<file path="src/rtl/aes256_round_key_store_if.sv">
// Bus between the AES-256 key schedule producer / round datapath and the round key store.
interface aes256_round_key_store_if #(
    parameter int RK_W = 128,
    parameter int AW   = 4
) ();
    logic            key_start;
    logic [RK_W-1:0] rk_in;
    logic            rk_in_valid;
    logic            rd_en;
    logic [AW-1:0]   rd_addr;
    logic [RK_W-1:0] rd_data;
    logic            rd_valid;
    logic            rd_err;
    logic            keys_ready;
    logic [AW-1:0]   load_count;
    logic            overflow;

    modport master (
        output key_start, rk_in, rk_in_valid, rd_en, rd_addr,
        input  rd_data, rd_valid, rd_err, keys_ready, load_count, overflow
    );

    modport slave (
        input  key_start, rk_in, rk_in_valid, rd_en, rd_addr,
        output rd_data, rd_valid, rd_err, keys_ready, load_count, overflow
    );
endinterface

</file>
<file path="src/rtl/aes256_round_key_store.sv">
// Captures the 15 AES-256 round keys and serves 1-cycle registered reads gated by load progress.
// Optional ROUND_KEY_ZEROIZE_EN: reset and key_start also clear every stored entry.
module aes256_round_key_store #(
    parameter int NUM_RK = 15,
    parameter int RK_W   = 128,
    parameter int AW     = 4
) (
    input logic                     clk,
    input logic                     rst,
    aes256_round_key_store_if.slave bus
);
    typedef enum logic [1:0] {
        IDLE  = 2'd0,
        LOAD  = 2'd1,
        READY = 2'd2
    } state_t;

    localparam logic [AW-1:0] LAST_IDX = AW'(NUM_RK - 1);

    state_t          r_state;
    logic [AW-1:0]   r_wr_ptr;
    logic [AW-1:0]   r_load_count;
    logic            r_keys_ready;
    logic            r_overflow;
    logic [RK_W-1:0] r_rd_data;
    logic            r_rd_valid;
    logic            r_rd_err;
    logic [RK_W-1:0] r_mem [NUM_RK];

    logic              w_wr_en;
    logic [NUM_RK-1:0] w_entry_we;

    // key_start wins over a coincident rk_in_valid, so its data never lands.
    assign w_wr_en = (r_state == LOAD) && bus.rk_in_valid && !bus.key_start;

    for (genvar gi = 0; gi < NUM_RK; gi++) begin : g_we
        assign w_entry_we[gi] = w_wr_en && (r_wr_ptr == AW'(gi));
    end

`ifdef ROUND_KEY_ZEROIZE_EN
    always_ff @(posedge clk) begin
        if (!rst || bus.key_start) begin
            for (int i = 0; i < NUM_RK; i++) begin
                r_mem[i] <= '0;
            end
        end else begin
            for (int i = 0; i < NUM_RK; i++) begin
                if (w_entry_we[i]) begin
                    r_mem[i] <= bus.rk_in;
                end
            end
        end
    end
`else
    always_ff @(posedge clk) begin
        if (rst) begin
            for (int i = 0; i < NUM_RK; i++) begin
                if (w_entry_we[i]) begin
                    r_mem[i] <= bus.rk_in;
                end
            end
        end
    end
`endif

    always_ff @(posedge clk) begin
        if (!rst) begin
            r_state      <= IDLE;
            r_wr_ptr     <= '0;
            r_load_count <= '0;
            r_keys_ready <= 1'b0;
            r_overflow   <= 1'b0;
            r_rd_data    <= '0;
            r_rd_valid   <= 1'b0;
            r_rd_err     <= 1'b0;
        end else begin
            if (bus.key_start) begin
                r_state      <= LOAD;
                r_wr_ptr     <= '0;
                r_load_count <= '0;
                r_keys_ready <= 1'b0;
                r_overflow   <= 1'b0;
            end else begin
                case (r_state)
                    IDLE: ;
                    LOAD: begin
                        if (bus.rk_in_valid) begin
                            r_load_count <= r_load_count + 1'b1;
                            // Pointer parks on the last entry; the state change stops further writes.
                            if (r_wr_ptr == LAST_IDX) begin
                                r_state <= READY;
                            end else begin
                                r_wr_ptr <= r_wr_ptr + 1'b1;
                            end
                        end
                    end
                    READY: begin
                        r_keys_ready <= 1'b1;
                        if (bus.rk_in_valid) begin
                            r_overflow <= 1'b1;
                        end
                    end
                    default: r_state <= IDLE;
                endcase
            end

            // load_count never exceeds NUM_RK, so this also rejects out-of-range addresses.
            if (bus.rd_en) begin
                if (bus.rd_addr < r_load_count) begin
                    r_rd_data  <= r_mem[bus.rd_addr];
                    r_rd_valid <= 1'b1;
                    r_rd_err   <= 1'b0;
                end else begin
                    r_rd_data  <= '0;
                    r_rd_valid <= 1'b0;
                    r_rd_err   <= 1'b1;
                end
            end else begin
                r_rd_valid <= 1'b0;
                r_rd_err   <= 1'b0;
            end
        end
    end

    assign bus.rd_data    = r_rd_data;
    assign bus.rd_valid   = r_rd_valid;
    assign bus.rd_err     = r_rd_err;
    assign bus.keys_ready = r_keys_ready;
    assign bus.load_count = r_load_count;
    assign bus.overflow   = r_overflow;
endmodule

</file>
<file path="src/flat_wrapper.sv">
// flat-port wrapper written by rule: the top's interface ports become plain ports
module aes256_round_key_store_flat 
#(
    parameter int NUM_RK = 15,
    parameter int RK_W   = 128,
    parameter int AW     = 4
)
  (clk, rst, bus_key_start, bus_rk_in, bus_rk_in_valid, bus_rd_en, bus_rd_addr, bus_rd_data, bus_rd_valid, bus_rd_err, bus_keys_ready, bus_load_count, bus_overflow);
  aes256_round_key_store_if #(.RK_W(RK_W), .AW(AW)) bus_i ();
  input logic clk;
  input logic rst;
  input wire logic [$bits(bus_i.key_start)-1:0] bus_key_start;
  input wire logic [$bits(bus_i.rk_in)-1:0] bus_rk_in;
  input wire logic [$bits(bus_i.rk_in_valid)-1:0] bus_rk_in_valid;
  input wire logic [$bits(bus_i.rd_en)-1:0] bus_rd_en;
  input wire logic [$bits(bus_i.rd_addr)-1:0] bus_rd_addr;
  output wire logic [$bits(bus_i.rd_data)-1:0] bus_rd_data;
  output wire logic [$bits(bus_i.rd_valid)-1:0] bus_rd_valid;
  output wire logic [$bits(bus_i.rd_err)-1:0] bus_rd_err;
  output wire logic [$bits(bus_i.keys_ready)-1:0] bus_keys_ready;
  output wire logic [$bits(bus_i.load_count)-1:0] bus_load_count;
  output wire logic [$bits(bus_i.overflow)-1:0] bus_overflow;
  assign bus_i.key_start = bus_key_start;
  assign bus_i.rk_in = bus_rk_in;
  assign bus_i.rk_in_valid = bus_rk_in_valid;
  assign bus_i.rd_en = bus_rd_en;
  assign bus_i.rd_addr = bus_rd_addr;
  assign bus_rd_data = bus_i.rd_data;
  assign bus_rd_valid = bus_i.rd_valid;
  assign bus_rd_err = bus_i.rd_err;
  assign bus_keys_ready = bus_i.keys_ready;
  assign bus_load_count = bus_i.load_count;
  assign bus_overflow = bus_i.overflow;
  aes256_round_key_store #(.NUM_RK(NUM_RK), .RK_W(RK_W), .AW(AW)) u_core (.clk(clk), .rst(rst), .bus(bus_i));
endmodule
</file>
<file path="config.mk">
export PLATFORM = sky130hd
export DESIGN_NAME = aes256_round_key_store_flat
export DESIGN_NICKNAME = d
export VERILOG_FILES = /design/src/rtl/aes256_round_key_store_if.sv /design/src/rtl/aes256_round_key_store.sv /design/src/flat_wrapper.sv
export SDC_FILE = /design/constraint.sdc
export NUM_CORES = 2
export LEC_CHECK = 0
export CAP_MARGIN = 20
export CORE_ASPECT_RATIO = 0.75
export CORE_MARGIN = 2
export CORE_UTILIZATION = 30
export DETAILED_ROUTE_END_ITERATION = 8
export GPL_TIMING_DRIVEN = 1
export SLEW_MARGIN = 20
export SYNTH_ARGS = -nofsm -noshare
export SYNTH_HDL_FRONTEND = slang
export SYNTH_SLANG_ARGS = --single-unit
export TNS_END_PERCENT = 10
</file>
<file path="constraint.sdc">
create_clock -name clk -period 22.7 [get_ports clk]
set_clock_uncertainty 0.1 [all_clocks]
set_input_delay 3.405 -clock clk [delete_from_list [all_inputs] [get_ports clk]]
set_output_delay 3.405 -clock clk [all_outputs]
set_load 0.02 [all_outputs]
</file>
==> qor.yml <==
worst_setup_path:
  path_class: "primary input to register"
  start_kind: "primary input"
  crit_arrival_ns: 7.49
  critical_path.max_stage_delay_ns: 0.92
  crit_path_top_delay_cell: "buf_4"
  cp_cell_sequence: "clkdlybuf4s50_1 > nand2b_1 > nor2_1 > nand2_1 > nor2_4 > buf_4 > buf_4"
  path_buf_inv: 3
  cp_max_fo: 55
  cp_common_cell: "buf_4"
  path_depth: 7
  cp_top_family: "buffers and inverters"
  cp_data_required_time_ns: 23.06
  r2r.worst_path.cells: 6
  crit_path_end_kind: "register"
clock_tree:
  clockBufferDepth: 4
  ctsRootBufferMaster: "clkbuf_16"
  cts_resized: 0
  numCtsBuffers: 209
  clock-sinks: 2062
  path_clk_slew_ns: 0.06
  post_cts_buffers: 0
  htreeDepth: 4
  postCtsHoldBufs: 0
  clock_latency_ns: 0.89
  tritoncts: "done"
routing:
  routed_wl_mm: 213.6
  first_iter_violations: 3748
  dr.pass1.iters: 5
  wl_per_cell_um: 25.84
  ant_nets: 0
  drc: 0
  vias: 41106
  vias_per_cell: 4.972
yosys:
  netlist_instances: 4237
  synth_compound_area_share_pct: 6.625
  yosys_warnings: 0
  ys_ff_latch: 2062
  syn_area_per_cell_um2: 18.99
  synthFlopType: "edfxtp_1"
  yosys.area_share.simple_pct: 3.491
  ys_seq_area_share_pct: 75.19
  syn_area_um2: 80460
  synthesis.nets: 4382
  synth_top_area_share_pct: 71.66
  synth-adder-area-share_pct: 0.1244
  synth_cell_type_count: 50
  synthXorXnorAreaFrac_pct: 0.06531
  async_flop_share_pct: 0
  synth_area_leaders: "edfxtp_1 72%, mux4_2 7.2%, mux2i_1 3.9%, dfxtp_1 3.5%, nand2b_1 1.6%"
  synth_enable_flop_cells: 1920
  synthMuxAreaShare_pct: 12.45
  synth_top_area_cell: "edfxtp_1"
  synth_top_family_by_area: "multiplexers"
flow_run:
  maxCapViolCount: 0
pwr:
  max-vdd-ir-drop_mv: 0.06631
  powerDensity_nw_per_um2: 85.09
  p_seq_share_pct: 52.4
  p_switching_mw: 1.675
  clock_power_share_pct: 42.9
  combPwrFrac_pct: 4.8
  power.leakage_nw: 30.39
  swShare_pct: 21.01
  p_int_mw: 6.296
sta:
  finalWorstSetupSlack_ns: 15.58
  max_slew_margin_pct: 27.79
  slew_viol_final: 0
  max_freq_ghz: 0.1404
  rsz0062_at_grt: "no"
  min_period_ns: 7.124
  hold_viol_final: 0
  hold_slack_ns: 0.3773
  min_period_over_period_pct: 31.39
  fin_tns_setup_ns: 0
  setup_viol: 0
  worst_pin_slew_ns: 1.081
floorplanning:
  start_util_pct: 30.19
  num_rows: 164
  ios: 273
  dieArea_um2: 272400
  core_area_um2: 266600
  dieWidth_um: 602.0
  die_h_um: 452.5
grt:
  antenna_found_initial: 49
  grt_pass1_vias: 41858
  grt_max_degree: 129
  grt_pass1_wl_mm: 304.9
  overflow: 0
  track_usage_pct: 15.35
status:
  outcome: "finished, final reports clean"
placed_design:
  pre_cts_ws_ns: 14.63
  dp.final_hpwl_mm: 115.1
  gp_congestion: 0.7315
  port_buffers: 272
finish:
  final_nets: 4667
  area_growth_pct: 16.42
  drive_above_1_share_pct: 17.60
min_path:
  hold-path-cell-count: 2
  min_path_type: "register to register"
## per-stage QoR
step	cell area (um2)	util, %	power, mW	instances
after global placement	86910	32.61	4.634	7880
after detailed placement	86910	32.61	4.641	7880
final	93670	35.14	7.970	8267
after global routing	93660	35.14	8.219	8263
after CTS	93640	35.13	8.049	8257
after floorplan	80460	-	4.472	4237
## cell usage in the layout (no fill, tap or decap), drive strengths merged, types with 10 or more instances in the layout
master / n
mux2i: 312
clkdlybuf4s50: 268
a21oi: 31
o211ai: 100
o211a: 100
inv: 13
clkinv: 66
diode: 10
o22ai: 128
mux4: 256
edfxtp: 1920
nand2: 266
o21ai: 29
clkbuf: 278
mux2: 100
bufinv: 21
nand3b: 34
nor2: 21
a211oi: 28
dfxtp: 142
buf: 89
a221oi: 28
o221ai: 100
nand2b: 207
a21o: 100
## flip-flops by register name (all words and copies together) (netlist names)
signal and cells:
u_core.r_mem 1920, u_core.bus.rd_data 128, u_core.bus.load_count 4, u_core.r_wr_ptr 4
u_core.r_state 2, u_core.bus.keys_ready 1, u_core.bus.overflow 1, u_core.bus.rd_err 1
u_core.bus.rd_valid 1
## worst register-to-register path, delay by kind of cell, from the launching register on
kind | cells | cell delay, ns
AND/OR/NAND/NOR | 4 | 1.57
buffers and inverters | 2 | 1.77
flip-flops | 1 | 0.32
## cells in the mapped netlist (all sizes together), types with 3 or more instances
cell type  number
a211oi         28
a21o          100
a21oi          31
a221oi         28
and2            3
buf           189
clkbuf         95
dfxtp         142
edfxtp       1920
ha              8
inv             7
mux2          100
mux2i         312
mux4          256
nand2         266
nand2b        207
nand3           4
nand3b         34
nor2           21
nor3            5
o211a         100
o211ai        100
o21ai          29
o221ai        100
o22ai         128
or2             3
or3b            4
xnor2           4
## cell families after synthesis
family	after synthesis
flip-flops	2062
multiplexers	668
AO/OA/AOI/OAI	648
AND/OR/NAND/NOR	554
buffers and inverters	291
adder cells (fa/ha/maj)	8
XOR/XNOR	6
## power by group through the flow
stage | clock (mW) | combinational, mW | sequential (mW)
2_1_floorplan | 0 | 0.208 | 4.26
3_3_place_gp | 0 | 0.378 | 4.26
3_5_place_dp | 0 | 0.384 | 4.26
4_1_cts | 3.49 | 0.386 | 4.17
5_1_grt | 3.64 | 0.409 | 4.17
6_report | 3.42 | 0.380 | 4.17
## area by class of cell
| type | count | area (um2) |
|---|---|---|
| Inverter | 7 | 26.28 |
| Clock inverter | 100 | 1069 |
| Timing Repair Buffer | 358 | 3462 |
| Multi-Input combinational cell | 1884 | 18460 |
| Antenna cell | 10 | 25.02 |
| Tap cell | 3569 | 4466 |
| Fill cell | 24719 | 172900 |
| Clock buffer | 277 | 5665 |
| Sequential cell | 2062 | 60500 |
## final timing paths
kind	from	endpoint	slack, ns
max	rst	u_core.r_mem[11][31]$_DFFE_PP_	15.58
min	u_core.bus.rd_data[63]$_SDFFE_PN0P_	u_core.bus.rd_data[63]$_SDFFE_PN0P_	0.38
max reg2reg	u_core.r_state[1]$_SDFFE_PP0P_	u_core.r_mem[11][31]$_DFFE_PP_	18.51
min reg2reg	u_core.bus.rd_data[63]$_SDFFE_PN0P_	u_core.bus.rd_data[63]$_SDFFE_PN0P_	0.38
## layer usage
metal,vias up,share of wire [%],track usage [%]
met5,-,0.13,0
met4,46,2.7,4.444
met3,352,7.3,3.824
met2,1254,48,25.25
met1,21715,42,20.07
li1,17739,-,-
Note: power is estimated with default switching activity, not from simulation.
